<file path="src/rtl/uart_tx_sched_if.sv">
// Requester-side bundle of the shared UART transmitter: byte requests in, grant/status and serial line out.
interface uart_tx_sched_if #(
  parameter int NUM_REQ = 4,
  parameter int ID_W    = $clog2(NUM_REQ)
);
  logic [NUM_REQ-1:0]   req;
  logic [8*NUM_REQ-1:0] req_data;
  logic [NUM_REQ-1:0]   grant;
  logic [ID_W-1:0]      cur_id;
  logic                 busy;
  logic                 frame_done;
  logic                 tx_serial;

  modport master (
    output req, req_data,
    input  grant, cur_id, busy, frame_done, tx_serial
  );

  modport slave (
    input  req, req_data,
    output grant, cur_id, busy, frame_done, tx_serial
  );
endinterface

</file>
<file path="src/rtl/uart_tx_sched.sv">
// Round-robin arbiter + 8N1 serializer sharing one UART line; grant one cycle after req in IDLE.
// Requests hold their level until granted; one frame in flight, bits advance only on baud_tick.
module uart_tx_sched #(
  parameter int NUM_REQ   = 4,
  parameter int STOP_BITS = 1
) (
  input  logic            sched_clk,
  input  logic            sched_rst,
  input  logic            baud_tick,
  uart_tx_sched_if.slave  bus
);
  localparam int   ID_W      = $clog2(NUM_REQ);
  localparam logic STOP_LAST = (STOP_BITS == 2);

  typedef enum logic [1:0] {IDLE, START, DATA, STOP} state_t;

  state_t            state;
  logic [2:0]        bit_cnt;
  logic [7:0]        shift;
  logic [ID_W-1:0]   rr_ptr;
  logic              stop_hi;
  logic              stop_cnt;

  logic              pick_vld;
  logic [ID_W-1:0]   pick_id;
  logic [NUM_REQ-1:0] pick_oh;
  logic [7:0]        pick_dat;
  int                idx;

  // Scan from farthest to nearest after rr_ptr so the nearest requester is the last write.
  always_comb begin
    pick_vld = 1'b0;
    pick_id  = '0;
    pick_oh  = '0;
    pick_dat = '0;
    idx      = 0;
    for (int k = NUM_REQ; k >= 1; k--) begin
      idx = int'(rr_ptr) + k;
      if (idx > NUM_REQ - 1) begin
        idx = idx - NUM_REQ;
      end
      if (bus.req[idx[ID_W-1:0]]) begin
        pick_vld = 1'b1;
        pick_id  = idx[ID_W-1:0];
      end
    end
    for (int i = 0; i < NUM_REQ; i++) begin
      pick_oh[i] = pick_vld && (pick_id == ID_W'(i));
      pick_dat   = pick_dat | ({8{pick_oh[i]}} & bus.req_data[8*i +: 8]);
    end
  end

  always_ff @(posedge sched_clk) begin
    if (sched_rst) begin
      state          <= IDLE;
      bit_cnt        <= '0;
      shift          <= '0;
      rr_ptr         <= ID_W'(NUM_REQ - 1);
      stop_hi        <= 1'b0;
      stop_cnt       <= 1'b0;
      bus.grant      <= '0;
      bus.cur_id     <= '0;
      bus.busy       <= 1'b0;
      bus.frame_done <= 1'b0;
      bus.tx_serial  <= 1'b1;
    end else begin
      bus.grant      <= '0;
      bus.frame_done <= 1'b0;
      case (state)
        IDLE: begin
          if (pick_vld) begin
            bus.grant  <= pick_oh;
            shift      <= pick_dat;
            bus.cur_id <= pick_id;
            rr_ptr     <= pick_id;
            bus.busy   <= 1'b1;
            state      <= START;
          end
        end
        START: begin
          if (baud_tick) begin
            bus.tx_serial <= 1'b0;
            bit_cnt       <= '0;
            state         <= DATA;
          end
        end
        DATA: begin
          if (baud_tick) begin
            bus.tx_serial <= shift[bit_cnt];
            bit_cnt       <= bit_cnt + 3'd1;
            if (bit_cnt == 3'd7) begin
              stop_hi  <= 1'b0;
              stop_cnt <= 1'b0;
              state    <= STOP;
            end
          end
        end
        STOP: begin
          // First tick raises the line; the following STOP_BITS ticks time its length.
          if (baud_tick) begin
            if (!stop_hi) begin
              bus.tx_serial <= 1'b1;
              stop_hi       <= 1'b1;
            end else if (stop_cnt == STOP_LAST) begin
              bus.busy       <= 1'b0;
              bus.frame_done <= 1'b1;
              state          <= IDLE;
            end else begin
              stop_cnt <= 1'b1;
            end
          end
        end
        default: state <= IDLE;
      endcase
    end
  end
endmodule

</file>
<file path="src/flat_wrapper.sv">
// flat-port wrapper written by rule: the top's interface ports become plain ports
module uart_tx_sched_flat 
#(
  parameter int NUM_REQ   = 4,
  parameter int STOP_BITS = 1
)
  (sched_clk, sched_rst, baud_tick, bus_req, bus_req_data, bus_grant, bus_cur_id, bus_busy, bus_frame_done, bus_tx_serial);
  uart_tx_sched_if #(.NUM_REQ(NUM_REQ)) bus_i ();
  input  logic sched_clk;
  input  logic sched_rst;
  input  logic baud_tick;
  input wire logic [$bits(bus_i.req)-1:0] bus_req;
  input wire logic [$bits(bus_i.req_data)-1:0] bus_req_data;
  output wire logic [$bits(bus_i.grant)-1:0] bus_grant;
  output wire logic [$bits(bus_i.cur_id)-1:0] bus_cur_id;
  output wire logic [$bits(bus_i.busy)-1:0] bus_busy;
  output wire logic [$bits(bus_i.frame_done)-1:0] bus_frame_done;
  output wire logic [$bits(bus_i.tx_serial)-1:0] bus_tx_serial;
  assign bus_i.req = bus_req;
  assign bus_i.req_data = bus_req_data;
  assign bus_grant = bus_i.grant;
  assign bus_cur_id = bus_i.cur_id;
  assign bus_busy = bus_i.busy;
  assign bus_frame_done = bus_i.frame_done;
  assign bus_tx_serial = bus_i.tx_serial;
  uart_tx_sched #(.NUM_REQ(NUM_REQ), .STOP_BITS(STOP_BITS)) u_core (.sched_clk(sched_clk), .sched_rst(sched_rst), .baud_tick(baud_tick), .bus(bus_i));
endmodule
</file>
<file path="config.mk">
export PLATFORM = sky130hd
export DESIGN_NAME = uart_tx_sched_flat
export DESIGN_NICKNAME = d
export VERILOG_FILES = /design/src/rtl/uart_tx_sched_if.sv /design/src/rtl/uart_tx_sched.sv /design/src/flat_wrapper.sv
export SDC_FILE = /design/constraint.sdc
export NUM_CORES = 1
export LEC_CHECK = 0
export ABC_AREA = 1
export CORE_UTILIZATION = 30
export CTS_BUF_LIST = sky130_fd_sc_hd__clkbuf_4
export DETAILED_ROUTE_END_ITERATION = 7
export SETUP_SLACK_MARGIN = 0.05
export SYNTH_ARGS = -nofsm -noshare
export SYNTH_HDL_FRONTEND = slang
export SYNTH_SLANG_ARGS = --single-unit
</file>
<file path="constraint.sdc">
create_clock -name sched_clk -period 1.6 [get_ports sched_clk]
set_input_delay 0.32 -clock sched_clk [delete_from_list [all_inputs] [get_ports sched_clk]]
set_output_delay 0.32 -clock sched_clk [all_outputs]
set_load 0.01 [all_outputs]
</file>
=== Word level (Yosys, flattened, before mapping) ===
Cells that the tools add are included.

* Input port bits: 39
* Logic and storage cells: 127
* RAM bits: 0
* Output and inout bits: 9
* Latch bits: 0
* Flip-flop bits (word level): 26
* Bits in read-only memories: 0
* Memories: 0

* Divide/modulo/power cells: 0
* Bitwise gates (word level): 12
* Mux-type cells: 52
* Magnitude comparators: 9
* Multiply operators: 0
* Add/subtract/negate cells: 9
* Reductions and logical operators: 19
* Equality and inequality tests: 15
* Shifts and indexed selects: 0

{| class="wikitable"
|+ Operators with widths
! cell !! number
|-
| $and A8 B8 Y8 || 4
|-
| $mux W2 || 15
|-
| $mux W1 || 24
|-
| $or A8 B8 Y8 || 3
|-
| $reduce_and A5 Y1 || 3
|-
| $lt A2 B3 Y1 const B || 4
|-
| $ne A2 B2 Y1 const B || 5
|-
| $gt A3 B2 Y1 const B || 3
|-
| $bmux W1 S2 || 4
|-
| $eq A2 B2 Y1 const B || 4
|-
| $pmux W2 S4 || 1
|-
| $sub A2 B1 Y2 const B || 4
|-
| $reduce_and A7 Y1 || 1
|-
| $add A2 B2 Y3 const B || 2
|-
| $mux W3 || 2
|-
| $ne A2 B1 Y1 const B || 3
|-
| $pmux W1 S2 || 3
|-
| $pmux W3 S2 || 1
|-
| $reduce_bool A2 Y1 || 3
|-
| $not A1 Y1 || 5
|-
| $add A2 B3 Y4 const B || 1
|-
| $eq A2 B1 Y1 const B || 2
|-
| $gt A4 B2 Y1 const B || 1
|-
| $logic_and A1 B1 Y1 || 4
|-
| other kinds (13) || 14
|}

=== Longest topological paths before layout ===
* Depth after elaboration: 15
* Gate-level depth with buffers: 16
* Gate-level depth less buffers: 15

=== Worst setup path after synthesis ===
OpenSTA, ideal clock, no wires.

* Kind: reg2reg
* From: reg u_core.rr_ptr[0]
* To: reg u_core.shift[1]
* Data required time: 1.481 ns
* Library setup time: 0.119 ns
* Period minus slack after synthesis: 1.671 ns
* Data arrival time: 1.553 ns
* Path buffers: 2
* Stages on the path, launching flop included: 16
* Path slack: -0.071 ns
* Cell sequence: dfxtp_1 > inv_2 > nand2_1 > nand3_2 > nand2_1 > inv_2 > nand2_4 > nand2_4 > nand2_4 > nand2_4 > buf_8 > buf_12 > nand3_2 > nand3_2 > nor2_2 > nor2_2

* Word-level cells in the longest chain between the ends: 15
* Elaborated cells between the ends (all ways): 48
* Classes of those cells: 8 x add/sub; 4 x order compare; 3 x eq/ne; 20 x mux; 7 x bitwise; 6 x reduce/logical

{| class="wikitable"
|+ RTL lines
! what !! RTL line !! RTL
|-
| start: declaration || uart_tx_sched.sv:20 || <nowiki>logic [ID_W-1:0] rr_ptr;</nowiki>
|-
| start signal: assignment || uart_tx_sched.sv:58 || <nowiki>rr_ptr <= ID_W'(NUM_REQ - 1);</nowiki>
|-
| start signal: assignment || uart_tx_sched.sv:75 || <nowiki>rr_ptr <= pick_id;</nowiki>
|-
| $add A2 B3 Y4 || uart_tx_sched.sv:38 || <nowiki>idx = int'(rr_ptr) + k;</nowiki>
|-
| $gt A4 B2 Y1 or $sub A2 B1 Y2 (tied branches) || uart_tx_sched.sv:39, uart_tx_sched.sv:40 ||
|-
| $mux W2 || uart_tx_sched.sv:39 || <nowiki>if (idx > NUM_REQ - 1) begin</nowiki>
|-
| $bmux W1 S2 || uart_tx_sched.sv:42 || <nowiki>if (bus.req[idx[ID_W-1:0]]) begin</nowiki>
|-
| $mux W1 (implied by the code) || uart_tx_sched.sv:42 ||
|-
| $mux W2 (4 in a row) || uart_tx_sched.sv:42 ||
|-
| $eq A2 B1 Y1 or $logic_not A2 Y1 (tied branches) || uart_tx_sched.sv:48 || <nowiki>pick_oh[i] = pick_vld && (pick_id == ID_W'(i));</nowiki>
|-
| $logic_and A1 B1 Y1 || uart_tx_sched.sv:48 ||
|-
| $and A8 B8 Y8 || uart_tx_sched.sv:49 || <nowiki>pick_dat = pick_dat | ({8{pick_oh[i]}} & bus.req_data[8*i +: 8]);</nowiki>
|-
| $or A8 B8 Y8 (3 in a row) || uart_tx_sched.sv:49 ||
|-
| end signal: assignment || uart_tx_sched.sv:73 || <nowiki>shift <= pick_dat;</nowiki>
|-
| end: declaration || uart_tx_sched.sv:19 || <nowiki>logic [7:0] shift;</nowiki>
|}

Parallel ways exist; a longest one is shown, timed or not. The select of a mux whose other input is x is not followed.
A chain may end at the register's enable or synchronous reset.

=== Final worst setup path ===
* From: reg u_core.rr_ptr[0]
* To: reg u_core.shift[7]

Same word-level chain as after synthesis.

==> summary.txt <==
Outcome -> complete, but fails checks
Failing checks -> negative setup slack
Post-CTS Hold Buffers -> 0
Cell Rows -> 26
Final Setup Violations -> 11
Final setup TNS -> -0.991 ns
Synth unique cells -> 30
Htree depth -> 1
Share of cells above drive strength 1 -> 0.395
First-pass GRT wire length -> 7820 um
Cell accounting for the most synthesized area -> dfxtp_1
Via Count -> 1,831
Post-Synth XOR/XNOR Area -> 0
Hpwl dp -> 3390 um
CP bufs+invs -> 3
Post-synth top area share -> 0.297
Total placed cells including tap cells -> 375
Skew final -> 0.00313 ns
Compound-Gate Fraction of Synth Area -> 0.125
Critical path startpoint category -> flop
Width of the die -> 77.0 um
Seq. cell area -> 510 um2
CTS tree -> yes
Commonest non-fill, non-tap cell in the layout -> nand2_1
Period utilisation layout -> 1.09
CTS max path bufs -> 2
Worst Max-Slew Pin Slew -> 0.367 ns
Largest family of logic cells by synthesized area -> simple AND/OR/NAND/NOR gates
Pwr Density -> 2170 nW/um2
Cell area after layout -> 2800 um2
Ant. Diodes -> 0
Largest net degree at the start of global routing -> 17
Slowest stage cell on the critical path -> dfxtp_4
Filler cells -> 491
Data arrival, critical path -> 2.02 ns
Number of global-route vias before repair -> 1,811
Min-delay worst type -> flop to flop
Synthesized area -> 1690 um2
Setup crit end kind -> flop
RD Place Congestion -> 0.832
Final worst slack -> -0.146 ns
VDD IR max -> 0.808 mV
Routed wire length -> 4820 um
Main flop type after synthesis -> dfxtp_1
Post-Synth Simple-Gate Area -> 0.432
WL per Instance -> 12.2 um
Count of pins over their slew limit -> 0
Setup CP Type -> flop to flop
Synthesis-to-finish area growth -> 66.1%
Reg clk slew, reported paths -> 0.15 ns
Top post-synthesis cells by area -> dfxtp_1, nand2_1, nand3_2
Max Clock Freq -> 0.573 GHz
Worst-path fanout max -> 8
Most common cell on crit path -> nand2_2
Syn_area_per_cell -> 7.00 um2
CTS root buf -> clkbuf_4
# IOs -> 48
Core ar. -> 5270 um2
Max-Cap Viols -> 0
Area of the multi-input gates -> 1250 um2
Post-route ant nets -> 0
Nets -> 371
Final hold violations -> 0
Post-synth EDFFs -> 0
Pre-antenna DRT Iters -> 4
GRT Util Overall -> 0.159
Worst skew pair latency -> 0.33 ns
Ys async rst share -> 0
Fin crit period -> 1.75 ns
Net Count, Synth -> 287
Adder-cell area share of the yosys netlist -> 0.0519
PortBufs -> 47
Initial Utilization -> 0.320
Die Ht -> 77.0 um
Syn. warnings -> 0
Gr ovfl total -> 0
Leak Pwr -> 1.29 nW
Number of CTS-inserted buffers -> 3
Commonest cells after routing, fill and taps aside -> nand2_1, clkdlybuf4s50_1, buf_4
Placed inst area -> 2390 um2
Residual DRC count -> 0
Initial antenna violation count -> 0
Seq/Total Area, Yosys -> 0.297
Multiplexer share of the synthesized area -> 0
CP delay by family, top -> simple AND/OR/NAND/NOR gates
Slew HR -> 0.755
Worst EP required -> 1.87 ns
Final Non-Filler Cells -> 394
Yosys reg bits -> 25
RSZ-0062 raised after global routing -> true
Iteration-0 DRC Markers -> 75
Post-Syn Instances -> 241
Crit path cell chain -> inv_8 > nand2_2 > nand2_2 > nand2_2 > nand2_1 > nand2_1 > nand3_2 > nand2_4 > buf_4 > clkbuf_16 > nor3_4 > nor2_2 > a21oi_1
Die area -> 5930 um2
Critical Path Max Stage Delay -> 0.42 ns
Clock Sink Count -> 25
Detailed-route vias per instance -> 4.65
[metal layers]
layer / routed length, um / share of wire / track usage
met3: 215 / 0.045 / 0.0262
met1: 2210 / 0.46 / 0.205
met2: 2380 / 0.50 / 0.289
met4: 8 / 0.0017 / 0.0113
met5: 0 / 0 / 0
[registers in the layout, summed over array words and instances (netlist names)]
signal and flops:
u_core.state 2, u_core.rr_ptr 2, u_core.bus.cur_id 2, u_core.bus.tx_serial 1
u_core.bit_cnt 3, u_core.bus.busy 1, u_core.bus.grant 4, u_core.stop_hi 1
u_core.shift 8, u_core.bus.frame_done 1
[logic make-up (layout without fill, tap and decap cells)]
logic type                 after synthesis  count (layout)
and+or+nand+nor                        140             142
DFF                                     25              25
buffers and inverters                   31             112
adders and majority gates                7               7
AOI/OAI and AO/OA                       38              38
[through the flow]
stage / setup WS (ns) / util / power [W] / hold slack, ns
after global routing: -0.230 / 0.532 / 0.00657 / 0.523
final: -0.146 / 0.532 / 0.00608 / 0.483
after detailed placement: -0.506 / 0.453 / 0.00441 / 0.481
after floorplan: 0.0338 / - / 0.00336 / 0.459
after CTS: -0.0565 / 0.500 / 0.00545 / 0.488
after global placement: -0.460 / 0.453 / 0.00438 / 0.480
[tightest hold or removal path: cells and delay by family (launching register included)]
kind	cells	cell delay, ns
and+or+nand+nor	1	0.06
AOI/OAI and AO/OA	1	0.05
DFF	1	0.36
[path summary, 6_finish.rpt]
check	startpoint	end	slack (ns)	depth (start not counted)
setup / recovery	u_core.rr_ptr[0]	u_core.shift[7]	-0.15	13
hold / removal	u_core.bus.cur_id[0]	u_core.bus.cur_id[0]	0.48	2
setup reg to reg	u_core.rr_ptr[0]	u_core.shift[7]	-0.15	13
hold reg to reg	u_core.bus.cur_id[0]	u_core.bus.cur_id[0]	0.48	2
[synth_stat cells (5+ instances only)]
cell      n
nand3_1  19
inv_1    18
o21ai_0  10
a21oi_1  17
nor2_1   18
nand2_4   5
dfxtp_1  25
ha_1      7
nand3_2  10
nor2_2    6
nand2_2   8
nor3_1    8
nand2_1  59
[power by group]
part / switching, W / internal [W]
Clock: 0.000212 / 0.0000977
Sequential: 0.000140 / 0.000852
Combinational: 0.00255 / 0.00223
Total: 0.00290 / 0.00317
[layout make-up]
cell class / count / share of cell area
repair buffers: 84 / 0.290
flip-flops and latches: 25 / 0.182
clock buffers: 3 / 0.00803
clock inverters: 1 / 0.00223
multi-input cells: 187 / 0.446
well taps: 70 / 0.0312
inverters: 24 / 0.0402
[what timing repair did]
item / 4_1_cts / 5_1_grt
buffers inserted: 5 / 8
gates cloned: 2 / 1
endpoints found under the setup margin: 21 / 22
pin swaps: 21 / 21
gates resized for setup: 49 / 28
Note: power is estimated with default switching activity, not from simulation.
